### src/rtl/cpu_mem_arbiter_if.sv
// Request/response handshake shared by the CPU memory ports and the downstream memory port.
// The requester uses the master modport; the responder uses the slave modport.
interface cpu_mem_arbiter_if;
    logic        read;
    logic        write;
    logic [1:0]  wmask;
    logic [15:0] address;
    logic [15:0] wdata;
    logic        resp;
    logic [15:0] rdata;

    modport master (output read, write, wmask, address, wdata, input resp, rdata);
    modport slave  (input read, write, wmask, address, wdata, output resp, rdata);
endinterface

### src/rtl/cpu_mem_arbiter.sv
// Serializes the CPU instruction-fetch port (A) and data port (B) onto one downstream memory port.
// B wins ties unless FAIR is set, in which case ties alternate starting with A.
module cpu_mem_arbiter #(
    parameter bit FAIR = 1'b0
) (
    input  logic              clk,
    input  logic              rst_n,
    cpu_mem_arbiter_if.slave  port_a,
    cpu_mem_arbiter_if.slave  port_b,
    cpu_mem_arbiter_if.master mem
);
    typedef enum logic [1:0] {IDLE, BUSY, RESP} state_t;
    typedef enum logic {PORT_A, PORT_B} port_t;

    state_t      state;
    port_t       served;
    port_t       last_grant;
    port_t       grant;
    logic        req_a;
    logic        req_b;
    logic        sel_write;
    logic [1:0]  sel_wmask;
    logic [15:0] sel_address;
    logic [15:0] sel_wdata;

    assign req_a = port_a.read | port_a.write;
    assign req_b = port_b.read | port_b.write;

    always_comb begin
        // NOTE: grant gets a default before any condition so no path leaves it unassigned (no latch).
        grant = PORT_B;
        if (req_a && (!req_b || (FAIR && last_grant == PORT_B)))
            grant = PORT_A;
    end

    assign sel_write   = (grant == PORT_A) ? port_a.write   : port_b.write;
    assign sel_wmask   = (grant == PORT_A) ? port_a.wmask   : port_b.wmask;
    assign sel_address = (grant == PORT_A) ? port_a.address : port_b.address;
    assign sel_wdata   = (grant == PORT_A) ? port_a.wdata   : port_b.wdata;

    // NOTE: all state and outputs use non-blocking assignments so every register samples pre-edge values.
    always_ff @(posedge clk) begin
        if (!rst_n) begin
            state        <= IDLE;
            served       <= PORT_A;
            last_grant   <= PORT_B;
            mem.read     <= 1'b0;
            mem.write    <= 1'b0;
            mem.wmask    <= 2'b00;
            mem.address  <= 16'h0000;
            mem.wdata    <= 16'h0000;
            port_a.resp  <= 1'b0;
            port_a.rdata <= 16'h0000;
            port_b.resp  <= 1'b0;
            port_b.rdata <= 16'h0000;
        end else begin
            port_a.resp <= 1'b0;
            port_b.resp <= 1'b0;
            case (state)
                IDLE: begin
                    if (req_a || req_b) begin
                        served      <= grant;
                        last_grant  <= grant;
                        mem.write   <= sel_write;
                        mem.read    <= ~sel_write;
                        mem.wmask   <= sel_write ? sel_wmask : 2'b00;
                        mem.address <= sel_address;
                        mem.wdata   <= sel_wdata;
                        state       <= BUSY;
                    end
                end
                BUSY: begin
                    if (mem.resp) begin
                        mem.read  <= 1'b0;
                        mem.write <= 1'b0;
                        state     <= RESP;
                        // rdata only tracks reads; a write leaves the last value visible.
                        if (served == PORT_A) begin
                            port_a.resp <= 1'b1;
                            if (mem.read) port_a.rdata <= mem.rdata;
                        end else begin
                            port_b.resp <= 1'b1;
                            if (mem.read) port_b.rdata <= mem.rdata;
                        end
                    end
                end
                RESP:    state <= IDLE;
                default: state <= IDLE;
            endcase
        end
    end
endmodule

### src/flat_wrapper.sv
// flat-port wrapper written by rule: the top's interface ports become plain ports
module cpu_mem_arbiter_flat 
#(
    parameter bit FAIR = 1'b0
)
  (clk, rst_n, port_a_read, port_a_write, port_a_wmask, port_a_address, port_a_wdata, port_a_resp, port_a_rdata, port_b_read, port_b_write, port_b_wmask, port_b_address, port_b_wdata, port_b_resp, port_b_rdata, mem_read, mem_write, mem_wmask, mem_address, mem_wdata, mem_resp, mem_rdata);
  cpu_mem_arbiter_if port_a_i ();
  cpu_mem_arbiter_if port_b_i ();
  cpu_mem_arbiter_if mem_i ();
  input  logic clk;
  input  logic rst_n;
  input wire logic [$bits(port_a_i.read)-1:0] port_a_read;
  input wire logic [$bits(port_a_i.write)-1:0] port_a_write;
  input wire logic [$bits(port_a_i.wmask)-1:0] port_a_wmask;
  input wire logic [$bits(port_a_i.address)-1:0] port_a_address;
  input wire logic [$bits(port_a_i.wdata)-1:0] port_a_wdata;
  output wire logic [$bits(port_a_i.resp)-1:0] port_a_resp;
  output wire logic [$bits(port_a_i.rdata)-1:0] port_a_rdata;
  input wire logic [$bits(port_b_i.read)-1:0] port_b_read;
  input wire logic [$bits(port_b_i.write)-1:0] port_b_write;
  input wire logic [$bits(port_b_i.wmask)-1:0] port_b_wmask;
  input wire logic [$bits(port_b_i.address)-1:0] port_b_address;
  input wire logic [$bits(port_b_i.wdata)-1:0] port_b_wdata;
  output wire logic [$bits(port_b_i.resp)-1:0] port_b_resp;
  output wire logic [$bits(port_b_i.rdata)-1:0] port_b_rdata;
  output wire logic [$bits(mem_i.read)-1:0] mem_read;
  output wire logic [$bits(mem_i.write)-1:0] mem_write;
  output wire logic [$bits(mem_i.wmask)-1:0] mem_wmask;
  output wire logic [$bits(mem_i.address)-1:0] mem_address;
  output wire logic [$bits(mem_i.wdata)-1:0] mem_wdata;
  input wire logic [$bits(mem_i.resp)-1:0] mem_resp;
  input wire logic [$bits(mem_i.rdata)-1:0] mem_rdata;
  assign port_a_i.read = port_a_read;
  assign port_a_i.write = port_a_write;
  assign port_a_i.wmask = port_a_wmask;
  assign port_a_i.address = port_a_address;
  assign port_a_i.wdata = port_a_wdata;
  assign port_a_resp = port_a_i.resp;
  assign port_a_rdata = port_a_i.rdata;
  assign port_b_i.read = port_b_read;
  assign port_b_i.write = port_b_write;
  assign port_b_i.wmask = port_b_wmask;
  assign port_b_i.address = port_b_address;
  assign port_b_i.wdata = port_b_wdata;
  assign port_b_resp = port_b_i.resp;
  assign port_b_rdata = port_b_i.rdata;
  assign mem_read = mem_i.read;
  assign mem_write = mem_i.write;
  assign mem_wmask = mem_i.wmask;
  assign mem_address = mem_i.address;
  assign mem_wdata = mem_i.wdata;
  assign mem_i.resp = mem_resp;
  assign mem_i.rdata = mem_rdata;
  cpu_mem_arbiter #(.FAIR(FAIR)) u_core (.clk(clk), .rst_n(rst_n), .port_a(port_a_i), .port_b(port_b_i), .mem(mem_i));
endmodule
### config.mk
export PLATFORM = sky130hd
export DESIGN_NAME = cpu_mem_arbiter_flat
export DESIGN_NICKNAME = d
export VERILOG_FILES = /design/src/rtl/cpu_mem_arbiter_if.sv /design/src/rtl/cpu_mem_arbiter.sv /design/src/flat_wrapper.sv
export SDC_FILE = /design/constraint.sdc
export NUM_CORES = 1
export LEC_CHECK = 0
export CELL_PAD_IN_SITES_DETAIL_PLACEMENT = 1
export CELL_PAD_IN_SITES_GLOBAL_PLACEMENT = 1
export CORE_MARGIN = 5
export CORE_UTILIZATION = 30
export DETAILED_ROUTE_END_ITERATION = 6
export PLACE_DENSITY_LB_ADDON = 0.2
export SYNTH_ARGS = -nofsm -noshare
export SYNTH_HDL_FRONTEND = slang
export SYNTH_SLANG_ARGS = --single-unit
export TNS_END_PERCENT = 5
### constraint.sdc
create_clock -name clk -period 3.1 [get_ports clk]
set_input_delay 0.93 -clock clk [delete_from_list [all_inputs] [get_ports clk]]
set_output_delay 0.93 -clock clk [all_outputs]
set_load 0.1 [all_outputs]
# == Word level (Yosys, flattened, before mapping) ==
# Cells that the tools add are included.
# totals
reg_bits,73
latchBits,0
ram_bits,0
romBits,0
in_bits,91
output_inout_bits,70
elab_cells,45
memories,0
# classes
addsub,0
n_mul,0
div_mod_pow,0
n_lt_le_gt_ge,0
eq_ne,3
n_shift,0
n_mux,16
bitwise_logic,4
n_reduce_logical,11
# op_table
cell,n
16-bit two-way mux,2
2-bit two-way mux,4
4-bit AND reduction,2
1-bit two-way mux,7
3-bit AND reduction,2
1-bit one-hot mux with 2 select lines,2
2-bit one-hot mux with 2 select lines,1
2-bit AND reduction,2
"2-bit by 1-bit == test with 1-bit output, second input constant",1
2-bit logical NOT,1
"2-bit by 1-bit inequality test with 1-bit output, second input constant",1
"2-bit inequality test, second input constant",1
1-bit inverter,2
1-bit bitwise OR,2
2-bit nonzero test,1
1-bit logical AND,1
1-bit logical NOT,1
1-bit logical OR,1

# == Logic depth before layout (Yosys ltp) ==
# Gate-level depths: netlist (run 1).
# depth
depth_word,7
depth_mapped,6

# == Worst setup path before layout (run 1) ==
# Ideal clock, no wire load.
# synth_timing
path_kind,flip-flop to flip-flop
start,register u_core.mem.read
end,register u_core.port_a.rdata[10]
t_arrival_ps,1895
required_ps,2980
path_slack_ps,1085
path_stages_with_launch,6
period_less_slack_ps,2015
path_cell_list,dfxtp_1 nor4b_2 buf_4 buf_12 mux2i_1 nor2b_1
# synth_between
elab_chain_len,1
# synth_lines
item,line,rtl
"start, declared",cpu_mem_arbiter_if.sv:12,"modport master (output read, write, wmask, address, wdata, input resp, rdata);"
"start signal, assigned",cpu_mem_arbiter.sv:65,mem.read <= ~sel_write;
4-bit AND reduction (no source line),-,
"end, declared",cpu_mem_arbiter_if.sv:13,"modport slave (input read, write, wmask, address, wdata, output resp, rdata);"
# No other way between the ends.
# A chain may end at the register's enable or synchronous reset.

# == Final worst setup path (run 1) ==
# layout_timing
start,input mem_resp
end,register u_core.port_a.rdata[7]
# layout_between
elab_chain_len,1
# layout_lines
item,line,rtl
"start, declared",flat_wrapper.sv:31,input wire logic [$bits(mem_i.resp)-1:0] mem_resp;
4-bit AND reduction (no source line),-,
# No other way between the ends.

==> metrics.txt, run 1 <==
Worst-Skew Late Latency 0.34 ns; cts repair resizes 0; max-slew violations 0; Area Overhead vs Synth 59.27%; starting density of the core 30.59%; final hold vios 0; MaxCap Viol Count 0; average vias per placed instance 4.578; most instantiated cells after synthesis dfxtp_1, mux2i_1, o21ai_0; crit path kind in -> reg; CP Launch Type primary input; Post-synth ARST share 0%; EDFF count, synth 0; Tightest Pin Transition 0.5292 ns; total grt overflow 0; Final min period 2.295 ns; Row Count 36; final setup margin 0.8053 ns; Worst Skew 0.01789 ns; top routing layer in use met4; DR WL met3 881 microns; Detailed Routing Iterations Pass 1 3; 1st-iter DRT viols 38; worst r2r src u_core.state[1]; synth warn 0; WP data arrival 2.53 ns; Peak VDD IR 0.2388 mV; post-DP HPWL 6.927 mm; post-synthesis cell type count 25; fmax 435.8 MHz; top_reg_cell synth dfxtp_1; status finished clean; IO Count 161; Synth area leaders dfxtp_1, mux2i_1, nor2b_1; antenna violations before repair 0; die area 12,010 sq um; Avg Cell Area, Syn 10.34 sq um; count leader, synth dfxtp_1; Final ANT Viol Nets 0; vias 2,660; sequential cell area 1461 sq um; critical-path maximum fanout 16; Rel. slew slack 64.72%; leakage 0.002137 uW; Final Cycle Share 74.02%; htree depth 3; RSZ-0062 raised after global routing no; # diodes 0; Longest Clk Path Bufs 2; first-pass GRT wire length 13.83 mm; Multi-input gate area 1415 sq um; worst hold margin 0.4853 ns; Setup Viol. Count Final 0; DRC 0; post-synthesis sequential area ratio 49.10%; die height 109.6 microns; hold_buf cts 0; Root Driver clkbuf_8; aggregate negative setup slack 0 ns; die width 109.6 microns; Yosys top cell by area dfxtp_1; CTS tree done; synthesized instance count 288; worst path required time 3.33 ns; vias in the first global route 2,802; met2 routed WL 4.249 mm; Worst-path clk slew 0.08 ns; CTS Buf Count 9; Core ar. 9729 sq um; Placer Congestion 0.7411; worst setup path startpoint mem_resp; Setup crit end kind flip-flop; largest net degree at the start of global routing 42; nets 534; hold crit path type reg -> reg; share of layout cells above drive strength 1 22.10%; WL met1 3.843 mm; Sink Count 73; Synth top area share 49.10%; Mapped Nets 379; Pwr per Cell Area 555.2 nW/um^2; WL per Instance 15.59 microns; dpl ws 0.4108 ns; Hold Crit Start u_core.mem.wmask[1]; Routed WL 9.056 mm; Post-CTS Setup Bufs 0; mapped cell area 2977 sq um; PortBufs 160; GRT Util Overall 14.86%; Yosys reg bits 73; Filler cells 1,126
## routing by layer
layer / track usage [%] / vias to the layer above
met5: 0 / -
met4: 4.809 / 0
met3: 6.518 / 8
met2: 24.32 / 108
met1: 17.44 / 1229
li1: - / 1315
## critical path: stages
cell and delay, ns:
clkdlybuf4s50_1 0.57, nand2_2 0.11, nor4b_4 0.25, buf_4 0.33, mux2i_1 0.25, nor2b_1 0.07
## path summary, 6_finish.rpt
path / depth (start not counted) / end / slack, ns
max: 6 / u_core.port_a.rdata[7] / 0.81
min reg2reg: 2 / u_core.mem.wmask[1] / 0.49
max reg2reg: 5 / u_core.mem.wdata[6] / 1.40
min: 2 / u_core.mem.wmask[1] / 0.49
## power by group
| part | leakage [uW] | switching (uW) | internal [uW] |
|---|---|---|---|
| sequential | 0.000599 | 38.2 | 1000 |
| clock | 0.000101 | 366 | 375 |
| combinational | 0.00144 | 593 | 258 |
| total | 0.00214 | 998 | 1630 |
## cells in the final DEF, fill, tap and decap left out, types with 2 or more instances in the layout
master           count
buf_12               3
clkinv_4             2
a21oi_1             32
o21ai_0             38
nor2b_1             34
nor2_1               3
buf_4               73
and2_1               3
dfxtp_1             73
nand2_1              2
clkinv_2             2
o22ai_1              2
clkbuf_8             9
mux2i_1             66
clkdlybuf4s50_1     89
## cell type report
type | count | area share, %
Clock buffer | 10 | 2.692
Clock inverter | 6 | 1.399
Multi-Input combinational cell | 193 | 29.85
Sequential cell | 73 | 30.83
Tap cell | 133 | 3.510
Timing Repair Buffer | 166 | 31.72
## metrics by stage
stage	total power [uW]	util (%)	cell area (sq um)	instances
floorplan	1641	-	2977	288
global placement	1907	46.73	4547	565
detailed placement	1918	46.73	4547	565
CTS	2668	48.73	4741	581
global route	2749	48.73	4741	581
finish	2632	48.73	4741	581
## registers in the layout, indices dropped and copies added, names as in the netlist
signal               count
u_core.mem.wmask         2
u_core.port_a.resp       1
u_core.port_b.resp       1
u_core.served            1
u_core.mem.wdata        16
u_core.mem.address      16
u_core.mem.write         1
u_core.state             2
u_core.port_a.rdata     16
u_core.mem.read          1
u_core.port_b.rdata     16
## logic make-up after synthesis
family / after synthesis / synth area share (%)
compound gates: 76 / 13.16
flops: 73 / 49.10
mux: 66 / 22.19
simple gates: 51 / 11.27
buf+inv: 22 / 4.288
(Power assumes the default switching activity.)
==> run 2, diff against run 1 <==
--- a/config.mk
+++ b/config.mk
@@ -8,7 +8,7 @@
 export CELL_PAD_IN_SITES_DETAIL_PLACEMENT = 1
 export CELL_PAD_IN_SITES_GLOBAL_PLACEMENT = 1
 export CORE_MARGIN = 5
-export CORE_UTILIZATION = 30
+export CORE_UTILIZATION = 28
 export DETAILED_ROUTE_END_ITERATION = 6
 export PLACE_DENSITY_LB_ADDON = 0.2
 export SYNTH_ARGS = -nofsm -noshare
==> constraint.sdc (replaced) <==
create_clock -name clk -period 2.3 [get_ports clk]
set_input_delay 0.69 -clock clk [delete_from_list [all_inputs] [get_ports clk]]
set_output_delay 0.69 -clock clk [all_outputs]
set_load 0.1 [all_outputs]
==> run 2 against run 1 <==
  * Non-clock buffer count grew 3
  * Register-to-register slack lost 0.59 ns
  * Sequential power grew 35%
  * Largest power group unchanged
  * Critical path type unchanged
  * Clock skew shrank 0.0076 ns
  * Core utilization shrank 2.2 points
  * Flip-flop and latch count is the same
  * Combinational power grew 36%
  * Die area grew 6.5%
==> metrics.txt, run 2 (synthesis gave the netlist of run 1 again) <==
status finished clean; crit path kind in -> reg; Design Power 3637 uW (+38%); Setup Viol. Count Final 0 (unchanged); Core ar. 10,370 sq um (+6.6%); final hold vios 0 (unchanged); CP bufs+invs 3 (+1); worst r2r path cells 4 (-1); CP Launch Type primary input; critical path depth 7 (+1); Final ANT Viol Nets 0 (unchanged); Worst-Skew Late Latency 0.34 ns (about the same); RSZ-0062 raised after global routing no; Rel. slew slack 70.37% (+5.7 points); most common cell after layout, fill and taps aside clkdlybuf4s50_1; Routed WL 9.171 mm (+1.3%); CP top delay family buffers and inverters; die height 113.1 microns (+3.2%); nets 537 (+0.56%); Longest Clk Path Bufs 2 (unchanged); cts repair resizes 0 (unchanged); met1 usage 15.64% (-1.8 points); Worst Skew 0.01032 ns (-0.007573 ns); die width 113.1 microns (+3.2%); CTS tree done; Setup crit end kind flip-flop; htree depth 3 (unchanged); fmax 528.2 MHz; Detailed Routing Iterations Pass 1 4 (+1); WL per Instance 15.62 microns (+0.23%); first-pass GRT wire length 14.66 mm (+6.0%); average vias per placed instance 4.557 (-0.46%); die area 12,790 sq um (+6.5%); starting density of the core 28.70% (-1.9 points); GRT Util Overall 14.26% (-0.60 points); hold crit path type reg -> reg; Final Cycle Share 82.32%; Post-Route Utilization 46.54% (-2.2 points); dpl ws 0.03195 ns (-0.3789 ns); worst path required time 2.52 ns (-0.81 ns); # diodes 0 (unchanged); max-slew violations 0 (unchanged); Row Count 37 (+2.8%); 1st-iter DRT viols 54 (+42%); DRC 0 (unchanged); IO Count 161 (unchanged); hold depth 2 (unchanged); Tightest Pin Transition 0.4436 ns (-0.08564 ns); CP peak stage delay 0.50 ns (-0.07 ns); final setup margin 0.4067 ns (-0.3986 ns); Top Usage Layer GRT met2; MaxCap Viol Count 0 (unchanged); Pwr per Cell Area 753.7 nW/um^2 (+36%); vias 2,675 (+0.56%); PortBufs 160 (unchanged); CTS Buf Count 9 (unchanged); hold_buf cts 0 (unchanged); Peak VDD IR 0.3491 mV (+46%); post-DP HPWL 7.030 mm (+1.5%); leakage 0.002168 uW (+1.4%); Worst-path clk slew 0.08 ns (about the same); Sink Count 73 (unchanged); Root Driver clkbuf_8; Placer Congestion 0.7965 (+7.5%); worst path cell trace clkdlybuf4s50_1 > nor2_1 > buf_4 > o21ai_4 > buf_12 > mux2i_1 > a21oi_1; Area Overhead vs Synth 62.13%; aggregate negative setup slack 0 ns (unchanged); total grt overflow 0 (unchanged); antenna violations before repair 0 (unchanged); most frequent cells in the layout clkdlybuf4s50_1, buf_4, dfxtp_1; share of layout cells above drive strength 1 22.84% (+0.74 points); met3 Use GR 7.433% (+0.92 points); Post-CTS Setup Bufs 0 (unchanged); met2 usage 23.54% (-0.79 points); slowest CP cell clkdlybuf4s50_1; WP data arrival 2.11 ns (-0.42 ns); vias in the first global route 2,925 (+4.4%); critical-path maximum fanout 23 (+7); largest net degree at the start of global routing 65 (+55%); Final min period 1.893 ns
run 2: cell count changes in the layout (fill, tap and decap cells not counted), moves of 2 or more:
cell	delta
clkinv_4	-2
buf_12	+3
clkbuf_8	+3
clkinvlp_4	+2
run 2: power breakdown:
part           switching, uW  total [uW]  internal (uW)
clock                    490        1080            589
combinational            798        1160            357
sequential              54.0        1400           1350
run 2: cell type report:
cell class,count,area (sq um)
Sequential cell,73,1461
Timing Repair Buffer,169,1564
Multi-Input combinational cell,193,1415
Fill cell,1191,5544
Tap cell,136,170.2
Clock buffer,12,165.2
Clock inverter,4,50.05
run 2: stage by stage:
| stage | cell area [sq um] | std cells | hold slack [ns] |
|---|---|---|---|
| 4_1_cts | 4826 | 587 | 0.4872 |
| 6_report | 4826 | 587 | 0.4817 |
| 2_1_floorplan | 2977 | 288 | 0.4776 |
| 3_5_place_dp | 4611 | 571 | 0.4770 |
| 3_3_place_gp | 4611 | 571 | 0.4655 |
| 5_1_grt | 4826 | 587 | 0.5084 |
run 2: worst paths after layout:
kind,slack [ns],end,from
worst max-delay path,0.41,u_core.mem.address[0],port_b_write
worst min-delay path,0.48,u_core.mem.wmask[1],u_core.mem.wmask[1]
worst max register to register,0.81,u_core.port_b.rdata[0],u_core.state[0]
worst min register to register,0.48,u_core.mem.wmask[1],u_core.mem.wmask[1]
run 2: metal layers:
layer  vias up  wire length [microns]
met5         -                      0
met4         0                    180
met3        13                   1129
met2       112                   4272
met1      1228                   3589
li1       1322                      -
run 2: tightest hold or removal path: cells and delay by family, from the launching register on:
family	cells	cell delay, ns
flip-flops	1	0.32
AO/OA/AOI/OAI	1	0.07
AND/OR/NAND/NOR	1	0.05
